File: src/rtl/fir_pkg.sv
// Shared types and helpers for the time-multiplexed reconfigurable FIR.
// Contents: FSM state enum, sample period constant, accumulator width
// derivation and a generic signed saturation helper.
package fir_pkg;

    typedef enum logic [1:0] {
        IDLE = 2'd0,
        MAC  = 2'd1,
        DONE = 2'd2
    } fir_state_e;

    // 12 MHz clock / 600 kHz sample strobe
    localparam int unsigned CLK_PER_SAMPLE = 20;

    // Widest value the saturation helper operates on
    localparam int unsigned SAT_W = 64;

    // Accumulator wide enough that summing num_tap full-scale products cannot overflow
    function automatic int unsigned acc_width(input int unsigned in_w,
                                              input int unsigned coef_w,
                                              input int unsigned num_tap);
        return in_w + coef_w + $clog2(num_tap);
    endfunction

    // Clamp a signed value into the range of an out_w-bit signed number
    function automatic logic signed [SAT_W-1:0] saturate(input logic signed [SAT_W-1:0] value,
                                                         input int unsigned out_w);
        logic signed [SAT_W-1:0] hi;
        logic signed [SAT_W-1:0] lo;
        hi = (64'sd1 <<< (out_w - 1)) - 64'sd1;
        lo = -(64'sd1 <<< (out_w - 1));
        if (value > hi) begin
            return hi;
        end else if (value < lo) begin
            return lo;
        end
        return value;
    endfunction

endpackage

File: src/rtl/reconf_fir_tdm_if.sv
// Sample, coefficient-RAM and status signals of reconf_fir_tdm.
// master: sample source / host side (drives the i* signals)
// slave : filter side (drives the o* signals)
interface reconf_fir_tdm_if #(
    parameter int unsigned IN_W   = 3,
    parameter int unsigned COEF_W = 16,
    parameter int unsigned OUT_W  = 16,
    parameter int unsigned ADDR_W = 6
);
    logic                     iEnSample600k;
    logic                     iCoeffUpdateFlag;
    logic                     iCsnRam;
    logic                     iWrnRam;
    logic [ADDR_W-1:0]        iAddrRam;
    logic [COEF_W-1:0]        iWtDtRam;
    logic signed [IN_W-1:0]   iFirIn;
    logic [COEF_W-1:0]        oRdDtRam;
    logic signed [OUT_W-1:0]  oFirOut;
    logic                     oFirValid;
    logic                     oBusy;
    logic                     oOverrun;
    logic                     oSwapPend;

    modport master (
        output iEnSample600k, iCoeffUpdateFlag, iCsnRam, iWrnRam, iAddrRam, iWtDtRam, iFirIn,
        input  oRdDtRam, oFirOut, oFirValid, oBusy, oOverrun, oSwapPend
    );

    modport slave (
        input  iEnSample600k, iCoeffUpdateFlag, iCsnRam, iWrnRam, iAddrRam, iWtDtRam, iFirIn,
        output oRdDtRam, oFirOut, oFirValid, oBusy, oOverrun, oSwapPend
    );
endinterface

File: src/rtl/fir_coeff_bank.sv
// Double-buffered coefficient store: host writes land in the shadow bank,
// the MAC and host readback see the active bank. A falling edge of the
// update flag arms a shadow->active copy that the FSM triggers at the next
// accepted sample.
// Ports:
//   clk, rst          clock, synchronous active-high reset
//   update_flag       host update window (writes allowed while high)
//   csn, wrn          active-low chip select / write enable
//   addr, wdata       coefficient index and write data
//   swap_req          sample accepted in IDLE; applies an armed swap
//   tap               MAC tap index
//   rdata             registered readback of the active bank
//   swap_pend         swap armed, not yet applied
//   coef_c            active coefficient for the current tap (combinational)
module fir_coeff_bank #(
    parameter int unsigned NUM_TAP = 10,
    parameter int unsigned COEF_W  = 16,
    parameter int unsigned ADDR_W  = 6,
    parameter int unsigned TAP_W   = 4
) (
    input  logic              clk,
    input  logic              rst,
    input  logic              update_flag,
    input  logic              csn,
    input  logic              wrn,
    input  logic [ADDR_W-1:0] addr,
    input  logic [COEF_W-1:0] wdata,
    input  logic              swap_req,
    input  logic [TAP_W-1:0]  tap,
    output logic [COEF_W-1:0] rdata,
    output logic              swap_pend,
    output logic [COEF_W-1:0] coef_c
);

    logic [COEF_W-1:0] shadow [NUM_TAP];
    logic [COEF_W-1:0] active [NUM_TAP];
    logic              flag_q;
    logic              pend;
    logic [COEF_W-1:0] rdata_q;
    logic [TAP_W-1:0]  addr_idx_c;
    logic              addr_ok_c;
    logic              wr_c;
    logic              rd_c;
    logic              fall_c;
    logic              apply_c;

    // Address decode and swap qualification
    always_comb begin
        addr_idx_c = addr[TAP_W-1:0];
        addr_ok_c  = (addr < ADDR_W'(NUM_TAP));
        wr_c       = !csn && !wrn && update_flag && addr_ok_c;
        rd_c       = !csn && wrn;
        fall_c     = flag_q && !update_flag;
        apply_c    = swap_req && pend;
    end

    // Bank storage, swap arming and readback register
    always_ff @(posedge clk) begin
        if (rst) begin
            for (int i = 0; i < int'(NUM_TAP); i++) begin
                shadow[i] <= '0;
                active[i] <= '0;
            end
            flag_q  <= 1'b0;
            pend    <= 1'b0;
            rdata_q <= '0;
        end else begin
            flag_q <= update_flag;
            if (wr_c) begin
                shadow[addr_idx_c] <= wdata;
            end
            if (apply_c) begin
                active <= shadow;
            end
            // A new falling edge wins over a swap consumed in the same cycle
            if (fall_c) begin
                pend <= 1'b1;
            end else if (apply_c) begin
                pend <= 1'b0;
            end
            if (rd_c) begin
                rdata_q <= addr_ok_c ? active[addr_idx_c] : '0;
            end
        end
    end

    assign rdata     = rdata_q;
    assign swap_pend = pend;
    assign coef_c    = active[tap];

endmodule

File: src/rtl/reconf_fir_tdm.sv
// Reconfigurable FIR with one time-multiplexed MAC: each accepted sample
// shifts the delay line, then NUM_TAP cycles of multiply-accumulate, then a
// saturated, shifted result is published with a one-cycle valid pulse.
// Ports:
//   iClk12M  12 MHz clock
//   iRst     synchronous active-high reset
//   bus      sample strobe/input, coefficient RAM port, output and status
module reconf_fir_tdm
    import fir_pkg::*;
#(
    parameter int unsigned NUM_TAP = 10,
    parameter int unsigned IN_W    = 3,
    parameter int unsigned COEF_W  = 16,
    parameter int unsigned OUT_W   = 16,
    parameter int unsigned ADDR_W  = 6,
    parameter int unsigned SHIFT   = 0
) (
    input  logic             iClk12M,
    input  logic             iRst,
    reconf_fir_tdm_if.slave  bus
);

    localparam int unsigned ACC_W  = acc_width(IN_W, COEF_W, NUM_TAP);
    localparam int unsigned PROD_W = IN_W + COEF_W;
    localparam int unsigned TAP_W  = $clog2(NUM_TAP);

    if (NUM_TAP < 2 || NUM_TAP + 2 > CLK_PER_SAMPLE) begin : g_bad_cfg
        $error("NUM_TAP out of range for the sample period");
    end

    fir_state_e                state;
    fir_state_e                state_next;
    logic signed [IN_W-1:0]    x_line      [NUM_TAP];
    logic signed [IN_W-1:0]    x_line_next [NUM_TAP];
    logic signed [ACC_W-1:0]   acc;
    logic signed [ACC_W-1:0]   acc_next;
    logic [TAP_W-1:0]          tap;
    logic [TAP_W-1:0]          tap_next;
    logic signed [OUT_W-1:0]   fir_out;
    logic signed [OUT_W-1:0]   fir_out_next;
    logic                      valid;
    logic                      valid_next;
    logic                      busy;
    logic                      busy_next;
    logic                      overrun;
    logic                      overrun_next;
    logic                      swap_req_c;
    logic signed [COEF_W-1:0]  coef_c;
    logic signed [PROD_W-1:0]  prod_c;
    logic signed [ACC_W-1:0]   shifted_c;

    fir_coeff_bank #(
        .NUM_TAP (NUM_TAP),
        .COEF_W  (COEF_W),
        .ADDR_W  (ADDR_W),
        .TAP_W   (TAP_W)
    ) u_coeff_bank (
        .clk         (iClk12M),
        .rst         (iRst),
        .update_flag (bus.iCoeffUpdateFlag),
        .csn         (bus.iCsnRam),
        .wrn         (bus.iWrnRam),
        .addr        (bus.iAddrRam),
        .wdata       (bus.iWtDtRam),
        .swap_req    (swap_req_c),
        .tap         (tap),
        .rdata       (bus.oRdDtRam),
        .swap_pend   (bus.oSwapPend),
        .coef_c      (coef_c)
    );

    // Next-state, datapath and output decode
    always_comb begin
        state_next   = state;
        x_line_next  = x_line;
        acc_next     = acc;
        tap_next     = tap;
        fir_out_next = fir_out;
        valid_next   = 1'b0;
        overrun_next = 1'b0;
        swap_req_c   = 1'b0;
        prod_c       = PROD_W'(x_line[tap]) * PROD_W'(coef_c);
        shifted_c    = acc >>> SHIFT;

        case (state)
            IDLE: begin
                if (bus.iEnSample600k) begin
                    swap_req_c     = 1'b1;
                    x_line_next[0] = bus.iFirIn;
                    for (int k = 1; k < int'(NUM_TAP); k++) begin
                        x_line_next[k] = x_line[k-1];
                    end
                    acc_next   = '0;
                    tap_next   = '0;
                    state_next = MAC;
                end
            end
            MAC: begin
                acc_next     = acc + ACC_W'(prod_c);
                overrun_next = bus.iEnSample600k;
                if (tap == TAP_W'(NUM_TAP - 1)) begin
                    state_next = DONE;
                end else begin
                    tap_next = tap + TAP_W'(1);
                end
            end
            DONE: begin
                fir_out_next = OUT_W'(saturate(SAT_W'(shifted_c), OUT_W));
                valid_next   = 1'b1;
                overrun_next = bus.iEnSample600k;
                state_next   = IDLE;
            end
            default: begin
                state_next = IDLE;
            end
        endcase

        busy_next = (state_next != IDLE);
    end

    // State and datapath registers
    always_ff @(posedge iClk12M) begin
        if (iRst) begin
            state <= IDLE;
            for (int k = 0; k < int'(NUM_TAP); k++) begin
                x_line[k] <= '0;
            end
            acc     <= '0;
            tap     <= '0;
            fir_out <= '0;
            valid   <= 1'b0;
            busy    <= 1'b0;
            overrun <= 1'b0;
        end else begin
            state   <= state_next;
            x_line  <= x_line_next;
            acc     <= acc_next;
            tap     <= tap_next;
            fir_out <= fir_out_next;
            valid   <= valid_next;
            busy    <= busy_next;
            overrun <= overrun_next;
        end
    end

    assign bus.oFirOut   = fir_out;
    assign bus.oFirValid = valid;
    assign bus.oBusy     = busy;
    assign bus.oOverrun  = overrun;

endmodule

File: src/flat_wrapper.sv
// flat-port wrapper written by rule: the top's interface ports become plain ports
module reconf_fir_tdm_flat import fir_pkg::*;
#(
    parameter int unsigned NUM_TAP = 10,
    parameter int unsigned IN_W    = 3,
    parameter int unsigned COEF_W  = 16,
    parameter int unsigned OUT_W   = 16,
    parameter int unsigned ADDR_W  = 6,
    parameter int unsigned SHIFT   = 0
)
  (iClk12M, iRst, bus_iEnSample600k, bus_iCoeffUpdateFlag, bus_iCsnRam, bus_iWrnRam, bus_iAddrRam, bus_iWtDtRam, bus_iFirIn, bus_oRdDtRam, bus_oFirOut, bus_oFirValid, bus_oBusy, bus_oOverrun, bus_oSwapPend);
  reconf_fir_tdm_if #(.IN_W(IN_W), .COEF_W(COEF_W), .OUT_W(OUT_W), .ADDR_W(ADDR_W)) bus_i ();
  input  logic iClk12M;
  input  logic iRst;
  input wire logic [$bits(bus_i.iEnSample600k)-1:0] bus_iEnSample600k;
  input wire logic [$bits(bus_i.iCoeffUpdateFlag)-1:0] bus_iCoeffUpdateFlag;
  input wire logic [$bits(bus_i.iCsnRam)-1:0] bus_iCsnRam;
  input wire logic [$bits(bus_i.iWrnRam)-1:0] bus_iWrnRam;
  input wire logic [$bits(bus_i.iAddrRam)-1:0] bus_iAddrRam;
  input wire logic [$bits(bus_i.iWtDtRam)-1:0] bus_iWtDtRam;
  input wire logic [$bits(bus_i.iFirIn)-1:0] bus_iFirIn;
  output wire logic [$bits(bus_i.oRdDtRam)-1:0] bus_oRdDtRam;
  output wire logic [$bits(bus_i.oFirOut)-1:0] bus_oFirOut;
  output wire logic [$bits(bus_i.oFirValid)-1:0] bus_oFirValid;
  output wire logic [$bits(bus_i.oBusy)-1:0] bus_oBusy;
  output wire logic [$bits(bus_i.oOverrun)-1:0] bus_oOverrun;
  output wire logic [$bits(bus_i.oSwapPend)-1:0] bus_oSwapPend;
  assign bus_i.iEnSample600k = bus_iEnSample600k;
  assign bus_i.iCoeffUpdateFlag = bus_iCoeffUpdateFlag;
  assign bus_i.iCsnRam = bus_iCsnRam;
  assign bus_i.iWrnRam = bus_iWrnRam;
  assign bus_i.iAddrRam = bus_iAddrRam;
  assign bus_i.iWtDtRam = bus_iWtDtRam;
  assign bus_i.iFirIn = bus_iFirIn;
  assign bus_oRdDtRam = bus_i.oRdDtRam;
  assign bus_oFirOut = bus_i.oFirOut;
  assign bus_oFirValid = bus_i.oFirValid;
  assign bus_oBusy = bus_i.oBusy;
  assign bus_oOverrun = bus_i.oOverrun;
  assign bus_oSwapPend = bus_i.oSwapPend;
  reconf_fir_tdm #(.NUM_TAP(NUM_TAP), .IN_W(IN_W), .COEF_W(COEF_W), .OUT_W(OUT_W), .ADDR_W(ADDR_W), .SHIFT(SHIFT)) u_core (.iClk12M(iClk12M), .iRst(iRst), .bus(bus_i));
endmodule
File: config.mk
export PLATFORM = sky130hd
export DESIGN_NAME = reconf_fir_tdm_flat
export DESIGN_NICKNAME = d
export VERILOG_FILES = /design/src/rtl/fir_pkg.sv /design/src/rtl/reconf_fir_tdm_if.sv /design/src/rtl/fir_coeff_bank.sv /design/src/rtl/reconf_fir_tdm.sv /design/src/flat_wrapper.sv
export SDC_FILE = /design/constraint.sdc
export NUM_CORES = 1
export LEC_CHECK = 0
export CORE_ASPECT_RATIO = 1.1
export CORE_MARGIN = 3
export CORE_UTILIZATION = 30
export DETAILED_ROUTE_END_ITERATION = 7
export HOLD_SLACK_MARGIN = 0.05
export MAX_ROUTING_LAYER = met4
export PLACE_DENSITY = 0.56
export REMOVE_ABC_BUFFERS = 1
export SETUP_SLACK_MARGIN = 0.4
export SLEW_MARGIN = 15
export SYNTH_ARGS = -nofsm -noshare
export SYNTH_HDL_FRONTEND = slang
export SYNTH_SLANG_ARGS = --single-unit
File: constraint.sdc
create_clock -name iClk12M -period 4.9 [get_ports iClk12M]
set_clock_uncertainty 0.1 [all_clocks]
set_input_delay 0.98 -clock iClk12M [delete_from_list [all_inputs] [get_ports iClk12M]]
set_output_delay 0.98 -clock iClk12M [all_outputs]
set_load 0.01 [all_outputs]
==> metrics.yaml, run 1 <==
synth_edf_count: 0
synth_area_leaders: "dfxtp_1 (43%), nand2_1 (9.8%), mux2i_1 (8.7%)"
power.density_nw_per_um2: 310
syn_inst: 2159
cts_buffer_depth: 3
wl_met1_um: 25400
antenna_found_initial: 2
cp.required_ns: 5.22
grt_use_total: 0.170
ys_seq_area_frac: 0.426
globalplace.congestion: 0.862
clock-sinks: 416
tightest_slew_ns: 1.18
die_area_um2: 68200
utilization: 0.377
finalPower_uw: 7490
swShare: 0.234
min_period_over_period: 1.05
crit_arrival_ns: 5.48
drive_above_1_share: 0.181
drt-initial-drc-count: 1104
drc: 0
routed-wl-met3_um: 3130
ir_drop_mv: 0.228
dr_wl_met2_um: 26900
p_comb_frac: 0.075
dp.final_hpwl_um: 37500
finalSetupViolations: 14
fmax_mhz: 194
grt_max_degree: 166
post_drt_wl_per_cell_um: 18.1
final_max_slew_viol_count: 0
cts_tree: "done"
vias_per_cell: 5.02
period_minus_slack_ns: 5.17
fp.dieH_um: 274
nets: 2404
syn_area_per_cell_um2: 9.05
violations: "setup timing"
port_buffers: 66
rsz0062_at_grt: "true"
post-place-ws_ns: -0.564
clock_power_share: 0.468
yosys.area.top_type_share: 0.426
core-area_um2: 64100
insertion_delay_ns: 0.58
postRouteAntennaNets: 0
yosys_warnings: 0
synthToLayoutAreaGrowth_pct: 23.8
hold_class: "reg -> reg"
grt.overflow.total: 0
maxCapViolCount: 0
status: "finished with violations"
critPathCaptureType: "flop"
syn-cell-area_um2: 19500
grt_pass1_wl_um: 90300
ys_ff_latch: 416
hold_buffers: 0
p_switching_uw: 1750
firstDrtPassIters: 5
dieWidth_um: 249
worstSetupStartpointType: "flop"
ys_async_sr_fraction: 0
critPathKind: "reg -> reg"
routed_wl_um: 57400
clock-root-buffer: "clkbuf_16"
worst_slack_ns: -0.267
yosys.cell_types.count: 57
power_frac_seq: 0.456
cts.reportedPaths.clkPinSlew_ns: 0.06
slew_headroom: 0.211
h-tree-depth: 2
tritoncts.num_buffers: 46
num_rows: 97
yosysTopAreaCell: "dfxtp_1"
top_layer_used: "met4"
synth-main-ff-cell: "dfxtp_1"
hold_viol: 0
leakagePower_uw: 0.00916
grt_pass1_vias: 15858
synth.most_common_cell: "nand2_1"
vias: 15872
critPathMaxFanout: 6
internal_power_uw: 5740
boundaryPins: 67
start_util: 0.305
synth_common_cells: "nand2_1 (511), dfxtp_1 (416), a21oi_1 (280)"
fin_tns_setup_ns: -1.71
-- worst max-delay path, cell delays in order (launching register included) --
cell       delay, ns
dfxtp_4         0.42
buf_12          0.14
mux4_2          0.50
mux2i_2         0.19
o22a_1          0.18
nand2b_4        0.13
fa_1            0.43
fa_1            0.52
fa_1            0.42
inv_1           0.08
ha_2            0.18
inv_2           0.04
fa_2            0.32
and2b_2         0.26
o2111ai_4       0.16
a2111oi_4       0.38
nor3_4          0.09
o41ai_2         0.25
xnor2_1         0.16
o21ai_1         0.08
-- placed cells by master (no fill, tap or decap), types with 21 or more instances in the layout --
cell,count
buf_4,163
o21ai_0,29
a21oi_1,274
nor3_1,21
mux2i_1,163
ha_1,32
nor2_1,181
dfxtp_1,414
mux4_2,70
clkdlybuf4s50_1,63
clkbuf_16,47
inv_1,24
nand2_1,509
fa_1,34
-- cells by family (layout without fill, tap and decap cells) --
group	Yosys count	after routing	share of synthesized area
compound gates	413	413	0.123
simple gates	785	785	0.162
fa+ha+maj	87	87	0.0699
mux	240	240	0.168
xor+xnor	21	21	0.00941
flops	416	416	0.426
buf+inv	197	358	0.0420
other cells	0	1	0
-- power by group through the flow --
stage / Sequential (uW) / Clock (uW) / Combinational, uW
floorplan: 3510 / 0 / 203
global placement: 3490 / 0 / 488
detailed placement: 3490 / 0 / 492
CTS: 3420 / 3600 / 551
global route: 3420 / 3730 / 610
finish: 3420 / 3510 / 562
-- area by class of cell --
| type | instances | area, um2 |
|---|---|---|
| fillers | 6410 | 39900 |
| flip-flops and latches | 416 | 8340 |
| inverters | 25 | 93.8 |
| multi-input cells | 1546 | 10900 |
| clock buffers | 67 | 1340 |
| repair buffers | 251 | 2260 |
| well taps | 841 | 1050 |
| clock inverters | 15 | 190 |
| diodes | 1 | 2.50 |
-- per-layer routing --
metal,up-vias,track usage
li1,7643,-
met1,7703,0.215
met2,401,0.275
met3,125,0.0306
met4,0,0.0600
met5,-,-
-- sequential cells by signal, indices dropped and copies added, names as in the netlist --
signal	count
u_core.acc	23
u_core.bus.oBusy	1
u_core.bus.oFirOut	16
u_core.bus.oFirValid	1
u_core.bus.oOverrun	1
u_core.state	2
u_core.tap	4
u_core.u_coeff_bank.active	160
u_core.u_coeff_bank.flag_q	1
u_core.u_coeff_bank.rdata	16
u_core.u_coeff_bank.shadow	160
u_core.u_coeff_bank.swap_pend	1
u_core.x_line	30
-- stage by stage --
step / cells / cell area, um2 / hold slack [ns]
after floorplan: 1987 / 18800 / 0.325
after global placement: 3046 / 21800 / 0.336
after detailed placement: 3046 / 21800 / 0.341
after CTS: 3155 / 24000 / 0.347
after global routing: 3162 / 24200 / 0.369
final: 3162 / 24200 / 0.344
-- worst paths after layout --
check	startpoint	end	slack, ns	cells after the start
worst max-delay path	u_core.tap[0]	u_core.acc[22]	-0.27	19
worst max register to register	u_core.tap[0]	u_core.acc[22]	-0.27	19
worst min-delay path	u_core.u_coeff_bank.shadow[9]	u_core.u_coeff_bank.active[9]	0.34	2
worst min register to register	u_core.u_coeff_bank.shadow[9]	u_core.u_coeff_bank.active[9]	0.34	2
-- what timing repair did --
item                       in CTS  in global routing
pin swaps                      55                 16
gates resized for setup        92                 23
setup endpoints to repair      17                 18
cloned                          1                  0
buffers inserted               26                  6
Note: power is estimated with default switching activity, not from simulation.
==> inputs of run 2 (changes only) <==
CTS_CLUSTER_DIAMETER = 150   (was not set)
==> results of run 2 <==
No change in the layout: final DEF, timing and power equal those of run 1.
